### src/rtl/mac_accumulator.sv
// Saturating multiply-accumulate stage: sums a programmed number of unsigned
// products from a valid/ready stream and returns the total on a second handshake.
module mac_accumulator #(
  parameter int PROD_W = 8,
  parameter int ACC_W  = 11,
  parameter int CNT_W  = 4
) (
  input  logic              clk,
  input  logic              rst,
  input  logic              start,
  input  logic [CNT_W-1:0]  len,
  input  logic              p_valid,
  input  logic [PROD_W-1:0] p_data,
  output logic              p_ready,
  output logic              acc_valid,
  output logic [ACC_W-1:0]  acc_data,
  input  logic              acc_ready,
  output logic              ovf,
  output logic              busy
);

  typedef enum logic [1:0] {IDLE, ACCUM, DONE} state_t;

  state_t             state_q, state_d;
  logic [ACC_W-1:0]   acc_q, acc_d;
  logic [CNT_W-1:0]   cnt_q, cnt_d;
  logic [CNT_W-1:0]   len_q, len_d;
  logic               ovf_q, ovf_d;
  logic [ACC_W:0]     sum_sat;
  logic [CNT_W-1:0]   cnt_inc;

  // Returns {carry, result}; on carry-out the result is clamped to full scale.
  function automatic logic [ACC_W:0] sat_add(input logic [ACC_W-1:0]  a,
                                             input logic [PROD_W-1:0] p);
    logic [ACC_W:0] sum;
    sum = {1'b0, a} + {{(ACC_W+1-PROD_W){1'b0}}, p};
    if (sum[ACC_W]) sat_add = {1'b1, {ACC_W{1'b1}}};
    else            sat_add = sum;
  endfunction

  assign sum_sat = sat_add(acc_q, p_data);
  assign cnt_inc = cnt_q + 1'b1;

  always_comb begin
    state_d = state_q;
    acc_d   = acc_q;
    cnt_d   = cnt_q;
    len_d   = len_q;
    ovf_d   = ovf_q;
    case (state_q)
      IDLE: begin
        if (start) begin
          acc_d = '0;
          cnt_d = '0;
          ovf_d = 1'b0;
          if (len != '0) begin
            len_d   = len;
            state_d = ACCUM;
          end else begin
            state_d = DONE;
          end
        end
      end
      ACCUM: begin
        if (p_valid) begin
          acc_d = sum_sat[ACC_W-1:0];
          cnt_d = cnt_inc;
          if (sum_sat[ACC_W]) ovf_d = 1'b1;
          if (cnt_inc == len_q) state_d = DONE;
        end
      end
      DONE: begin
        if (acc_ready) state_d = IDLE;
      end
      default: state_d = IDLE;
    endcase
  end

  always_ff @(posedge clk or posedge rst) begin
    if (rst) begin
      state_q <= IDLE;
      acc_q   <= '0;
      cnt_q   <= '0;
      len_q   <= '0;
      ovf_q   <= 1'b0;
    end else begin
      state_q <= state_d;
      acc_q   <= acc_d;
      cnt_q   <= cnt_d;
      len_q   <= len_d;
      ovf_q   <= ovf_d;
    end
  end

  // Handshake outputs depend on registered state only.
  assign p_ready   = (state_q == ACCUM);
  assign acc_valid = (state_q == DONE);
  assign busy      = (state_q != IDLE);
  assign acc_data  = acc_q;
  assign ovf       = ovf_q;

endmodule
### config.mk
export PLATFORM = sky130hd
export DESIGN_NAME = mac_accumulator
export DESIGN_NICKNAME = d
export VERILOG_FILES = /design/src/rtl/mac_accumulator.sv
export SDC_FILE = /design/constraint.sdc
export NUM_CORES = 1
export LEC_CHECK = 0
export CAP_MARGIN = 20
export CORE_MARGIN = 4
export CORE_UTILIZATION = 40
export CTS_CLUSTER_SIZE = 16
export DETAILED_ROUTE_END_ITERATION = 12
export PLACE_DENSITY = 0.66
export SLEW_MARGIN = 20
export SYNTH_ARGS = -nofsm -noshare
export SYNTH_HDL_FRONTEND = slang
export SYNTH_SLANG_ARGS = --single-unit
### constraint.sdc
create_clock -name clk -period 2.1 [get_ports clk]
set_input_delay 0.315 -clock clk [delete_from_list [all_inputs] [get_ports clk]]
set_output_delay 0.315 -clock clk [all_outputs]
set_load 0.03 [all_outputs]
==> flow_summary.toml <==
[finish]
utilization_pct = 61.09
fillers = 305
multi_input_area_um2 = 875.8
stdcell_count = 242
synthToLayoutAreaGrowth_pct = 46.09
final_cell_mix = "clkdlybuf4s50_1 (29), buf_4 (23), dfrtp_1 (19), nor2_1 (12), a221o_1 (8)"
fin_nets = 224
antenna_cells = 0
layout-drive-gt1-share_pct = 26.02
seqCellArea_um2 = 554.3
final_common_cell = "clkdlybuf4s50_1"

[critical_path]
worstSetupPathType = "flip-flop to flip-flop"
worstSetupEndpointType = "flip-flop"
cp_data_arrival_time_ns = 2.34
rr_worst_depth = 10
start_kind = "flip-flop"
r2r-end = "acc_data[10]$_DFFE_PP0P_"
timing.rr.start = "acc_data[0]$_DFFE_PP0P_"
crit_fanout = 3
timing.reg2reg.setup_slack_ns = -0.02
crit_required_ns = 2.33

[global_routing]
track_usage_pct = 17.26
grt_pass1_wl_mm = 5.934
grt_max_degree = 23
antenna_found_initial = 0
grt_pass1_vias = 1311
grt-ovfl-total = 0

[floorplan]
die_area_um2 = 4529
fp.coreArea_um2 = 3363
initial_core_util_pct = 41.82
row_count = 21
die_y_um = 67.30
chipWidth_um = 67.30
pin_count = 32

[timing]
finalSetupViolCount = 2
min_period_over_period_pct = 100.8
drv_slew = 0
tightest_slew_ns = 0.3387
fin_skew_ns = 0.008779
fmax_mhz = 472.6
setup_ws_ns = -0.01585
slew_headroom_pct = 77.38
hold_violations = 0
rsz0062_at_grt = "yes"
min_period_ns = 2.116
fin_setup_tns_ns = -0.02912

[synthesis]
synth_cells = 141
synth_nets = 168
syn_avg_cell_area_um2 = 9.974
yosysUniqueCellTypes = 42
synth_ff_type = "dfrtp_1"
yosysTopAreaCell = "dfrtp_1"
synth_edf_count = 0
yosysWarnings = 0
synth-seq-cells = 22
netlist.area_leader.share_pct = 39.15
synthTopCellsByArea = "dfrtp_1 (39%), ha_1 (8.0%), a221o_1 (5.7%)"
synthArstFlopShare_pct = 100.0
synthesis.area_um2 = 1406
synth-seq-area-share_pct = 39.15

[power_and_ir_drop]
leakage_uw = 0.0009048
p_total_uw = 3053
vdd_drop_max_mv = 0.8515
pwr_density_cell_nw_per_um2 = 1486

[drt]
viasPerCell = 5.570
antenna_left = 0
vias = 1348
drt-initial-drc-count = 122
post_drt_wl_per_cell_um = 15.53
routed_wl_mm = 3.758
drc = 0
dr.pass1.iters = 4

[clock_network]
clk_latency_ns = 0.33
cts_tree = "yes"
hold_buffers = 0
clock-sinks = 22
clk_pin_slew_ns = 0.14
h-tree-depth = 1
cts_made_buffers = 3
clk_path_buf_depth = 2
cts-root-buf = "clkbuf_4"

[run]
maxCapViolations = 0

[place]
portBuffers = 31
gp_congestion = 0.8290
dp_hpwl_mm = 2.757
dp.cells = 236

[run_status]
status = "finished, violations left"
failed_checks = "setup timing"

[worst_hold_path]
min_path_type = "primary input to async pin"
==> worst max path at each step <==
stage / startpoint / to / slack (ns) / cells past startpoint
6_report: acc_data[0]$_DFFE_PP0P_ / acc_data[10]$_DFFE_PP0P_ / -0.02 / 10
5_1_grt: acc_data[0]$_DFFE_PP0P_ / acc_data[10]$_DFFE_PP0P_ / -0.11 / 10
4_1_cts: p_data[0] / acc_data[10]$_DFFE_PP0P_ / -0.04 / 10
3_5_place_dp: p_data[0] / acc_data[10]$_DFFE_PP0P_ / -0.45 / 10
3_3_place_gp: p_data[0] / acc_data[10]$_DFFE_PP0P_ / -0.40 / 10
2_1_floorplan: acc_data[0]$_DFFE_PP0P_ / acc_data[10]$_DFFE_PP0P_ / 0.02 / 9
==> repair_timing <==
| item | CTS | global route |
|---|---|---|
| cloned | 0 | 0 |
| pin swaps | 2 | 12 |
| gates resized for setup | 3 | 12 |
| endpoints found under the hold margin | 0 | 0 |
| setup endpoints to repair | 3 | 12 |
| setup buffers | 1 | 1 |
==> state kept, by name, indices dropped and copies added (netlist names) <==
| signal | count |
|---|---|
| len_q | 4 |
| ovf | 1 |
| cnt_q | 4 |
| state_q | 2 |
| acc_data | 11 |
==> cell usage after synthesis, types with 3 or more instances <==
library cell	number
xnor2_1	7
a221o_1	8
dfrtp_1	22
nor2_1	12
o21ai_0	7
a21oi_1	8
nand3_1	3
mux2_2	4
nor4_1	4
inv_1	5
nor2b_1	6
ha_1	9
a21o_1	3
nand2_1	7
xor2_1	5
==> cells by family after synthesis <==
logic type               Yosys count  synth area share, %
AND/OR/NAND/NOR                   44                17.26
multiplexers                       5                3.914
adder cells (fa/ha/maj)           10                9.431
buffers and inverters              9                2.936
AO/OA/AOI/OAI                     39                19.84
flip-flops                        22                39.15
XOR/XNOR                          12                7.473
==> power by group <==
part / total (uW) / switching [uW] / internal, uW
Combinational: 1920 / 962 / 958
Sequential: 792 / 188 / 604
Clock: 340 / 147 / 193
Total: 3050 / 1300 / 1760
==> metrics by stage <==
| step | instance area, um2 | hold WS, ns | setup slack, ns |
|---|---|---|---|
| after CTS | 1984 | 0.3185 | -0.03746 |
| after floorplan | 1410 | 0.3040 | 0.01626 |
| after detailed placement | 1921 | 0.5029 | -0.4491 |
| after global routing | 2054 | 0.3542 | -0.1119 |
| final | 2054 | 0.3091 | -0.01585 |
| after global placement | 1921 | 0.4866 | -0.3992 |
==> critical path, cell delays in order, from the launching register on <==
cell and delay [ns]:
dfrtp_2 0.43, ha_4 0.15, inv_2 0.04, fa_2 0.35
nor2b_1 0.12, o21a_1 0.17, a311o_1 0.23, buf_6 0.13
a21oi_4 0.05, nor4_2 0.28, nor4_2 0.07
==> metal layers <==
metal / part of all wire, % / up-vias / global-route usage [%] / routed length (um)
met3: 4.7 / 10 / 3.661 / 175
met5: 0 / - / 0 / 0
met4: 1.9 / 0 / 5.570 / 72
met2: 51 / 46 / 28.71 / 1900
li1: - / 636 / - / -
met1: 43 / 656 / 22.26 / 1608
==> area by class of cell <==
cell class | instances | share of cell area (%)
clock buffer | 3 | 1.096
multi-input combinational | 110 | 42.63
timing repair buffer | 55 | 24.12
tap | 46 | 2.801
inverter | 5 | 0.9135
sequential | 22 | 26.98
clock inverter | 1 | 1.462
Note: power is estimated with default switching activity, not from simulation.
